## config.mk

```make
export PLATFORM = sky130hd
export DESIGN_NAME = commit_trace_fifo
export DESIGN_NICKNAME = d
export VERILOG_FILES = /design/src/rtl/commit_trace_fifo.sv
export SDC_FILE = /design/constraint.sdc
export NUM_CORES = 1
export LEC_CHECK = 0
export BUFFER_PORTS_ARGS = -buffer_cell sky130_fd_sc_hd__buf_4
export CAP_MARGIN = 30
export CORE_MARGIN = 4
export CORE_UTILIZATION = 35
export DETAILED_ROUTE_END_ITERATION = 8
export SYNTH_ARGS = -nofsm -noshare
export SYNTH_HDL_FRONTEND = slang
export SYNTH_SLANG_ARGS = --single-unit
```

## constraint.sdc

```tcl
create_clock -name clk -period 9.65 [get_ports clk]
set_input_delay 0.965 -clock clk [delete_from_list [all_inputs] [get_ports clk]]
set_output_delay 0.965 -clock clk [all_outputs]
set_load 0.05 [all_outputs]
```

## src/rtl/commit_trace_fifo.sv

```systemverilog
// Commit trace FIFO: captures CPU register-file and data-memory commit events
// as ordered records and presents them to a reader through a valid/ready port.
module commit_trace_fifo #(
    parameter int DEPTH = 8,
    parameter int CNTW  = 16
) (
    input  logic                     clk,
    input  logic                     reset,
    input  logic                     grf_we,
    input  logic [31:0]              grf_pc,
    input  logic [4:0]               grf_addr,
    input  logic [31:0]              grf_wd,
    input  logic                     dm_we,
    input  logic [31:0]              dm_pc,
    input  logic [31:0]              dm_addr,
    input  logic [31:0]              dm_wd,
    output logic                     out_valid,
    input  logic                     out_ready,
    output logic                     out_type,
    output logic [31:0]              out_pc,
    output logic [31:0]              out_addr,
    output logic [31:0]              out_data,
    output logic                     full,
    output logic [$clog2(DEPTH):0]   count,
    output logic [CNTW-1:0]          ovf_cnt,
    output logic                     proto_err
);

    localparam int AW = $clog2(DEPTH);
    localparam int CW = AW + 1;
    localparam logic [CW-1:0] FULL_CNT = CW'(DEPTH);

    typedef struct packed {
        logic        typ;
        logic [31:0] pc;
        logic [31:0] addr;
        logic [31:0] data;
    } rec_t;

    rec_t            mem_q [DEPTH];
    logic [AW-1:0]   wr_ptr_q, wr_ptr_d;
    logic [AW-1:0]   rd_ptr_q, rd_ptr_d;
    logic [CW-1:0]   count_q, count_d;
    logic [CNTW-1:0] ovf_cnt_q, ovf_cnt_d;
    logic            proto_err_q, proto_err_d;

    logic grf_evt, dm_evt, evt, deq, enq, drop;
    rec_t wr_rec;
    rec_t head;

    // Handshake: a record transfers on a rising edge where out_valid and
    // out_ready are both 1; out_valid never depends on out_ready, and the head
    // fields are held until that transfer happens.
    always_comb begin
        grf_evt = grf_we && (grf_addr != 5'd0);
        dm_evt  = dm_we;
        evt     = grf_evt || dm_evt;
        deq     = (count_q != '0) && out_ready;
        enq     = evt && ((count_q != FULL_CNT) || deq);
        drop    = evt && !enq;

        // GRF wins a same-cycle collision; the DM event is discarded.
        if (grf_evt) begin
            wr_rec = '{typ: 1'b0, pc: grf_pc, addr: {27'd0, grf_addr}, data: grf_wd};
        end else begin
            wr_rec = '{typ: 1'b1, pc: dm_pc, addr: dm_addr, data: dm_wd};
        end

        wr_ptr_d    = enq ? wr_ptr_q + AW'(1) : wr_ptr_q;
        rd_ptr_d    = deq ? rd_ptr_q + AW'(1) : rd_ptr_q;

        count_d = count_q;
        case ({enq, deq})
            2'b10:   count_d = count_q + CW'(1);
            2'b01:   count_d = count_q - CW'(1);
            default: count_d = count_q;
        endcase

        ovf_cnt_d = ovf_cnt_q;
        if (drop && (ovf_cnt_q != '1)) begin
            ovf_cnt_d = ovf_cnt_q + CNTW'(1);
        end

        proto_err_d = proto_err_q || (grf_evt && dm_evt);
    end

    always_ff @(posedge clk or negedge reset) begin
        if (!reset) begin
            wr_ptr_q    <= '0;
            rd_ptr_q    <= '0;
            count_q     <= '0;
            ovf_cnt_q   <= '0;
            proto_err_q <= 1'b0;
        end else begin
            wr_ptr_q    <= wr_ptr_d;
            rd_ptr_q    <= rd_ptr_d;
            count_q     <= count_d;
            ovf_cnt_q   <= ovf_cnt_d;
            proto_err_q <= proto_err_d;
        end
    end

    // Entry storage is not reset; occupancy alone decides what is valid.
    always_ff @(posedge clk) begin
        if (enq) begin
            mem_q[wr_ptr_q] <= wr_rec;
        end
    end

    assign head      = mem_q[rd_ptr_q];
    assign out_valid = (count_q != '0);
    assign out_type  = head.typ;
    assign out_pc    = head.pc;
    assign out_addr  = head.addr;
    assign out_data  = head.data;
    assign full      = (count_q == FULL_CNT);
    assign count     = count_q;
    assign ovf_cnt   = ovf_cnt_q;
    assign proto_err = proto_err_q;

endmodule

```

==> impl_results.md <==
- Htree depth: 3
- TritonCTS clock tree: built
- Initial DRC count: 932
- Full die area: 0.0947 mm^2
- Flops & latches, synth: 803
- Post-DRT Antenna Nets: 0
- Post-Syn Nets: 1559
- CTS root buffer: clkbuf_16
- Multiplexer share of the synthesized area: 19.8%
- DRT met1 WL: 30.3 mm
- Final Max Slew Viols: 0
- Worst slew pin tran: 0.984 ns
- DRT Pass-1 Iters: 5
- Chip height: 308 um
- Most frequent cells in the layout: 776 x edfxtp_1, 309 x buf_4, 194 x mux4_2, 165 x mux2_2, 88 x clkbuf_16
- Clock buffer depth: 3
- XOR/XNOR Fraction of Synth Area: 0.529%
- Post-synth ARST share: 3.36%
- # setup viols final: 0
- Worst Path Arrival: 4.01 ns
- Top Layer Used: met4
- Die Wd: 308 um
- Postcts setup bufs: 0
- # diodes: 0
- I/O pin total: 290
- Synth Area in Compound Gates: 0.286%
- Clk_lat worst skew: 0.61 ns
- Worst setup EP type: output port
- Nets: 1898
- Routed wire length: 69.3 mm
- Fmax: 201 MHz
- Final WS setup: 4.68 ns
- Seq/Total Area, Yosys: 76.2%
- Wire length on met3: 3.09 mm
- Final HPWL DP: 38.7 mm
- Hold_buf cts: 0
- Commonest non-fill, non-tap cell in the layout: edfxtp_1
- TNS Setup: 0 ns
- Minimum clock period: 4.97 ns
- DR WL met2: 34.5 mm
- IO buf count: 289
- Clock Sinks: 803
- Mapped Avg Cell Area: 22.7 um^2
- Post-synthesis cell area: 0.0314 mm^2
- CTS resizes: 0
- CP Max Fanout: 58
- Rows: 109
- RD Place Congestion: 0.725
- RSZ-0062 raised after global routing: no
- Lkg Pwr: 0.0126 uW
- PD cells: 340 mW/mm^2
- Total GRT Usage: 14.5%
- Pre-CTS setup slack: 5.21 ns
- Max Cap Viol: 0
- Layout cells sized above 1: 45.9%
- Synth warn: 0
- Final Hold Fails: 0
- Kind of start point of the critical path: flop
- Congestion Overflow GR: 0
- Fin crit share: 51.5%
- Maximum vdd drop: 236 uV
- Residual DRC count: 0
- Worst Path Required: 8.69 ns
- Slew HR: 34.4%
- Worst hold path class: in2async
- Vias in the first global route: 16215
- WS Path Type: reg2out
- Number of synthesized flops with an enable pin: 776
- Core Region: 0.0888 mm^2
- Synth Instances: 1383
- Main combinational cell family by area after synthesis: multiplexers
- First-pass GRT wire length: 102 mm
- Cell variety after synth: 37
- Initial Utilization: 35.4%
- Synth Area in Adders: 0.263%
- Post-synthesis simple-gate area fraction: 1.85%
- Vias: 14790
- Clock Skew: 0.0140 ns
- Post-synth top flop: edfxtp_1
- Layout area overhead: 20.5%
- TritonCTS Buffers: 86
- Antenna violations before repair: 1
- Clk pin slew, worst setup/hold paths: 0.06 ns
- Largest net degree at the start of global routing: 99
- DR WL/cell: 23.5 um
- Average via count per standard cell: 5.01
- Outcome: finished clean
## worst max-delay path, stage by stage, from the launching register on
cell and delay (ns):
dfrtp_4 0.92, buf_4 0.67, buf_4 0.81, mux4_2 0.42, mux2_2 0.32, buf_4 0.20
## Yosys cell counts (2+ instances only)
| cell type | number | share of area [%] |
|---|---|---|
| ha_1 | 5 | 0.20 |
| dfrtp_1 | 27 | 2.1 |
| nor2_1 | 13 | 0.16 |
| or4_4 | 2 | 0.072 |
| buf_2 | 28 | 0.45 |
| nand2b_1 | 2 | 0.040 |
| nor3_1 | 7 | 0.11 |
| nor4_1 | 4 | 0.080 |
| clkbuf_1 | 36 | 0.43 |
| mux4_2 | 194 | 14 |
| edfxtp_1 | 776 | 74 |
| and2_1 | 28 | 0.56 |
| nand4_1 | 4 | 0.080 |
| inv_1 | 5 | 0.060 |
| mux2_2 | 165 | 5.9 |
| buf_1 | 2 | 0.024 |
| a21oi_1 | 3 | 0.048 |
| or2_2 | 2 | 0.040 |
| xnor2_1 | 15 | 0.42 |
| nand2_1 | 38 | 0.45 |
| xor2_1 | 4 | 0.11 |
| nand3_1 | 7 | 0.11 |
| o21ai_0 | 2 | 0.032 |
## worst paths after layout
path | startpoint | end | slack (ns) | cells after the start
setup / recovery | rd_ptr_q[1] | out_data[24] | 4.68 | 5
hold / removal | reset | ovf_cnt[15] | 0.27 | 1
setup reg to reg | count[3] | mem_q[2][17] | 5.97 | 6
hold reg to reg | proto_err | proto_err | 0.52 | 1
max in group asynchronous | reset | rd_ptr_q[0] | 9.08 | 1
min in group clk | proto_err | proto_err | 0.52 | 1
## final cells by class
class,instances,area [um^2]
Multi-Input combinational cell,508,7220
Clock buffer,108,2280
Sequential cell,803,24000
Tap cell,1165,1460
Fill cell,7598,50900
Clock inverter,47,392
Timing Repair Buffer,318,2540
Inverter,5,18.8
## sequential cells by signal (all words and copies together), names as in the netlist
signal / flops
count: 4
mem_q: 776
ovf_cnt: 16
proto_err: 1
rd_ptr_q: 3
wr_ptr_q: 3
## metrics by stage
stage / instance area [um^2] / hold WS, ns / total power, uW / utilization (%) / std cells
floorplan: 31400 / 0.516 / 8480 / - / 1383
global placement: 35000 / 0.509 / 9870 / 39.5 / 2792
detailed placement: 35100 / 0.502 / 9970 / 39.6 / 2795
CTS: 37800 / 0.230 / 13100 / 42.6 / 2950
global route: 37900 / 0.268 / 13500 / 42.7 / 2954
finish: 37900 / 0.270 / 12900 / 42.7 / 2954
## logic make-up after synthesis
kind of cell               after synthesis
xor gates and xnor gates                19
and+or+nand+nor                        112
DFF                                    803
adders and majority gates                6
buffers and inverters                   72
muxes                                  360
AOI/OAI and AO/OA                       11
## power by group
part	switching, uW	internal, uW	leakage, uW	total [uW]
Clock	1290	1810	0.00130	3100
Sequential	269	4630	0.00746	4900
Combinational	3030	1870	0.00387	4900
## per-layer routing
layer  GRT usage [%]  vias up
met4            4.26        0
met3            2.34       93
met1            19.6     7890
met5               0        -
met2            24.4      353
li1                -     6454
Note: power is estimated with default switching activity, not from simulation.
